### config.mk
export PLATFORM = sky130hd
export DESIGN_NAME = reset_seq
export DESIGN_NICKNAME = d
export VERILOG_FILES = /design/src/rtl/reset_seq.sv
export SDC_FILE = /design/constraint.sdc
export NUM_CORES = 1
export LEC_CHECK = 0
export CELL_PAD_IN_SITES_DETAIL_PLACEMENT = 1
export CELL_PAD_IN_SITES_GLOBAL_PLACEMENT = 2
export CORE_ASPECT_RATIO = 1.1
export CORE_MARGIN = 2
export CORE_UTILIZATION = 36
export CTS_CLUSTER_DIAMETER = 30
export CTS_CLUSTER_SIZE = 12
export DETAILED_ROUTE_END_ITERATION = 8
export PLACE_DENSITY = 0.76
export SYNTH_ARGS = -nofsm -noshare
export SYNTH_HDL_FRONTEND = slang
export SYNTH_SLANG_ARGS = --single-unit
### constraint.sdc
create_clock -name clk -period 2.1 [get_ports clk]
set_input_delay 0.42 -clock clk [delete_from_list [all_inputs] [get_ports clk]]
set_output_delay 0.42 -clock clk [all_outputs]
set_load 0.02 [all_outputs]
### src/rtl/reset_seq.sv
// Reset sequencer: holds all domain resets for HOLD_CYCLES after a reset source clears, then releases
// domains in order STAGGER_CYCLES apart; button/software requests are accepted only in RUN, never queued.
module reset_seq #(
  parameter int NUM_DOMAINS     = 2,
  parameter int HOLD_CYCLES     = 8,
  parameter int STAGGER_CYCLES  = 4,
  parameter int DEBOUNCE_CYCLES = 16
) (
  input  logic                   clk,
  input  logic                   resetn,
  input  logic                   btn_n,
  input  logic                   sw_req,
  output logic [NUM_DOMAINS-1:0] domain_resetn,
  output logic                   busy,
  output logic [1:0]             rst_cause
);

  localparam int H_EFF   = (HOLD_CYCLES < 1) ? 1 : HOLD_CYCLES;
  localparam int CNT_MAX = H_EFF + (NUM_DOMAINS - 1) * STAGGER_CYCLES;
  localparam int CW      = $clog2(CNT_MAX + 1);
  localparam int DB_EFF  = (DEBOUNCE_CYCLES < 1) ? 1 : DEBOUNCE_CYCLES;
  localparam int DW      = $clog2(DB_EFF + 1);

  typedef enum logic [1:0] {HOLD, STAGGER, RUN} state_t;

  state_t                   state_q, state_d;
  logic [CW-1:0]            cnt_q, cnt_d, cnt_inc;
  logic [NUM_DOMAINS-1:0]   dom_d;
  logic                     busy_d;
  logic [1:0]               cause_d;

  logic                     rel_q1, rel_q2;
  logic                     btn_q1, btn_q2;
  logic                     deb_q;
  logic [DW-1:0]            dcnt_q;
  logic                     deb_flip, btn_evt;

  // Board reset release is synchronised; the sequencer stays frozen until rel_q2 is seen high.
  always_ff @(posedge clk or negedge resetn) begin
    if (!resetn) begin
      rel_q1 <= 1'b0;
      rel_q2 <= 1'b0;
    end else begin
      rel_q1 <= 1'b1;
      rel_q2 <= rel_q1;
    end
  end

  always_ff @(posedge clk or negedge resetn) begin
    if (!resetn) begin
      btn_q1 <= 1'b1;
      btn_q2 <= 1'b1;
    end else begin
      btn_q1 <= btn_n;
      btn_q2 <= btn_q1;
    end
  end

  assign deb_flip = (btn_q2 != deb_q) && (dcnt_q == DW'(DB_EFF - 1));
  assign btn_evt  = deb_flip && deb_q;

  // Any sample matching the current debounced level restarts the count.
  always_ff @(posedge clk or negedge resetn) begin
    if (!resetn) begin
      deb_q  <= 1'b1;
      dcnt_q <= '0;
    end else if (btn_q2 == deb_q) begin
      dcnt_q <= '0;
    end else if (deb_flip) begin
      deb_q  <= btn_q2;
      dcnt_q <= '0;
    end else begin
      dcnt_q <= dcnt_q + DW'(1);
    end
  end

  assign cnt_inc = (cnt_q == CW'(CNT_MAX)) ? cnt_q : cnt_q + CW'(1);

  always_comb begin
    state_d = state_q;
    cnt_d   = cnt_q;
    dom_d   = domain_resetn;
    cause_d = rst_cause;
    case (state_q)
      HOLD, STAGGER: begin
        if (rel_q2) begin
          cnt_d = cnt_inc;
          for (int i = 0; i < NUM_DOMAINS; i++) begin
            if (int'(cnt_inc) >= H_EFF + i * STAGGER_CYCLES) dom_d[i] = 1'b1;
          end
          if (&dom_d)        state_d = RUN;
          else if (dom_d[0]) state_d = STAGGER;
        end
      end
      RUN: begin
        if (btn_evt || sw_req) begin
          state_d = HOLD;
          cnt_d   = '0;
          dom_d   = '0;
          cause_d = btn_evt ? 2'd1 : 2'd2;
        end
      end
      default: begin
        state_d = HOLD;
        cnt_d   = '0;
        dom_d   = '0;
      end
    endcase
    busy_d = ~(&dom_d);
  end

  always_ff @(posedge clk or negedge resetn) begin
    if (!resetn) begin
      state_q       <= HOLD;
      cnt_q         <= '0;
      domain_resetn <= '0;
      busy          <= 1'b1;
      rst_cause     <= 2'd0;
    end else begin
      state_q       <= state_d;
      cnt_q         <= cnt_d;
      domain_resetn <= dom_d;
      busy          <= busy_d;
      rst_cause     <= cause_d;
    end
  end

endmodule

==> results.toml, run 1 <==
[timing]
drv_slew = 0
setup_viol = 0
setup_tns_ns = 0
grt_setup_unrepaired = "false"
relSlewSlack_pct = 64.8
finalHoldViolations = 0
finClkSkew_ns = 0.00254
fin_crit_sh_pct = 88.3
worst_pin_slew_ns = 0.524
layout_setup_ws_ns = 0.245
min_period_ns = 1.86
clock.fmax_mhz = 539

[worst_setup_path]
path_class = "flip-flop to output port"
worstSetupPathDepth = 1
startpoint_type = "flip-flop"
crit_family = "buffers and inverters"
path_cells = "clkdlybuf4s50_1"
cp.required_ns = 1.68
end_kind = "output port"
cp_slowest_stage_delay_ns = 0.59
crit_buf_inv = 1
reg2regPathDepth = 6
path_max_fanout = 1
cp.arrival_ns = 1.44
crit_slowest_cell = "clkdlybuf4s50_1"

[global_route]
first_global_vias = 669
overflow = 0
antenna_found_initial = 0
grt_max_degree = 22
grt_pass1_wl_um = 2930
track_usage_pct = 13.3

[min_path]
hold_path_depth = 0
hp-class = "flip-flop to flip-flop"

[synth]
synth_compound_area_share_pct = 17.6
synthCells = 83
ys_ff_latch = 21
async_flop_share_pct = 100
syn_avg_cell_area_sq_um = 11.4
netlist_area_sq_um = 947
synthTopCellsByArea = "dfrtp_1 45%, dfstp_2 11%, ha_1 4.0%, nand2_1 2.8%, xor2_1 2.8%"
yosysMostFrequentCell = "dfrtp_1"
synth_edf_count = 0
yosys.area.top_type = "dfrtp_1"
synthMuxAreaShare_pct = 2.25
synth_common_cells = "17 x dfrtp_1, 7 x nand2_1, 6 x nor2_1"
syn-num-nets = 90
netlist.area_leader.share_pct = 44.9
yosys.area_share.xor_xnor_pct = 3.70
synthSimpleGateAreaFrac_pct = 14.1
yosysWarnings = 0
synth_cell_type_count = 33
synth_top_family_by_area = "compound AO/OA/AOI/OAI gates"
ys.flop_type = "dfrtp_1"
ys_seq_area_share_pct = 56.0
synthAdderAreaFrac_pct = 3.96

[floorplanning]
ioPinCount = 9
die_height_um = 57.8
start_util_pct = 37.9
core-area_sq_mm = 0.00250
die_area_sq_mm = 0.00306
rows = 19
dieWidth_um = 52.9

[placement]
pre_cts_ws_ns = 0.353
hpwl_um = 1330
portBuffers = 8
gp_congestion = 0.755
placed_cells = 123

[drt]
wl_per_cell_um = 13.3
drt_iter0_drc = 4
postRouteAntennaNets = 0
num_vias = 641
drtPass1Iterations = 3
drc = 0
wl_um = 1690
via_per_inst = 5.05
route.met3.wl_um = 52
highest-signal-layer = "met4"
wl_met1_um = 836
wl_met2_um = 765

[clock_network]
cts_buffers = 3
clkSlewWorstSetupHoldPaths_ns = 0.11
hold_buffers = 0
cts_resized = 0
cts_tree = "done"
cts_root_buffer = "clkbuf_4"
cts_setup_buffers = 0
htree_levels = 1
clock_sinks = 21
cts_buffer_depth = 2
clock_latency_ns = 0.30

[power_and_ir_drop]
total_power_mw = 1.22
p_leak_nw = 0.521
p_per_area_mw_per_mm2 = 1110
ir_drop_mv = 0.559

[outcome]
outcome = "completed"

[finish]
fillers = 282
drive_above_1_share_pct = 16.7
nets = 104
syn_to_final_growth_pct = 16.6
antenna_cells = 0
fin_cells = 127

[job]
drv_cap = 0
[sequential cells by signal (all words and copies together) (netlist names)]
name,count
busy,1
rst_cause,2
domain_resetn,2
deb_q,1
state_q,2
btn_q1,1
btn_q2,1
rel_q1,1
rel_q2,1
cnt_q,4
dcnt_q,5
[cell families after synthesis]
family | after synthesis
adders and majority gates | 3
muxes | 2
buffers and inverters | 5
other | 1
DFF | 21
and+or+nand+nor | 26
xor gates and xnor gates | 4
AOI/OAI and AO/OA | 21
[placed cells by master (no fill, tap or decap)]
| cell type | n |
|---|---|
| dfrtp_1 | 17 |
| o211ai_2 | 1 |
| nand2b_1 | 2 |
| o21ai_1 | 1 |
| o221ai_1 | 2 |
| and2_1 | 3 |
| xnor2_1 | 1 |
| o31ai_1 | 1 |
| a21oi_1 | 3 |
| mux2_2 | 1 |
| dfstp_2 | 4 |
| or4_1 | 1 |
| clkdlybuf4s50_1 | 8 |
| and3_1 | 1 |
| o211ai_1 | 2 |
| clkbuf_4 | 3 |
| o2bb2ai_2 | 1 |
| nand3_1 | 1 |
| nor2_1 | 6 |
| nand4b_1 | 1 |
| xor2_1 | 3 |
| buf_4 | 2 |
| inv_1 | 2 |
| a31oi_1 | 4 |
| nand3b_1 | 1 |
| nand2_1 | 7 |
| conb_1 | 1 |
| ha_1 | 3 |
| o211a_1 | 1 |
| a21o_1 | 3 |
| a41oi_1 | 1 |
| nor2b_1 | 3 |
| mux2i_1 | 1 |
| clkinv_2 | 1 |
| o31ai_2 | 1 |
| inv_2 | 2 |
[through the flow]
stage	instance area, sq um	hold WS [ns]	utilization [%]
2_1_floorplan	947	0.124	-
3_3_place_gp	1080	0.333	43.2
3_5_place_dp	1080	0.343	43.2
4_1_cts	1100	0.369	44.3
5_1_grt	1100	0.372	44.3
6_report	1100	0.365	44.3
[area by class of cell]
class | count | area [sq um] | area share, %
Clock inverter | 1 | 5.00 | 0.453
Sequential cell | 21 | 531 | 48.0
Tap cell | 31 | 38.8 | 3.51
Timing Repair Buffer | 10 | 95.1 | 8.61
Inverter | 4 | 15.0 | 1.36
Multi-Input combinational cell | 57 | 398 | 36.0
Clock buffer | 3 | 22.5 | 2.04
[report_power, final]
part	internal, mW	switching (mW)
registers	0.497	0.0929
logic	0.209	0.232
clock network	0.0710	0.120
total	0.778	0.445
[per-layer routing]
| metal | global-route usage (%) | up-vias |
|---|---|---|
| li1 | - | 323 |
| met1 | 18.5 | 307 |
| met2 | 19.3 | 7 |
| met3 | 3.35 | 4 |
| met4 | 6.59 | 0 |
| met5 | 0 | - |
[final timing paths]
| kind | start | end | slack, ns |
|---|---|---|---|
| min reg2reg | btn_q1 | btn_q2 | 0.37 |
| max | busy | busy | 0.24 |
| max in group asynchronous | resetn | btn_q2 | 1.38 |
| min in group asynchronous | resetn | domain_resetn[1] | 0.44 |
| min | btn_q1 | btn_q2 | 0.37 |
| max reg2reg | dcnt_q[0] | busy | 0.36 |
(Power assumes the default switching activity.)
==> run 2: changes to the inputs <==
CAP_MARGIN = 40   (was not set)
==> results of run 2 <==
The final DEF is identical to that of run 1; final timing and power are the same.
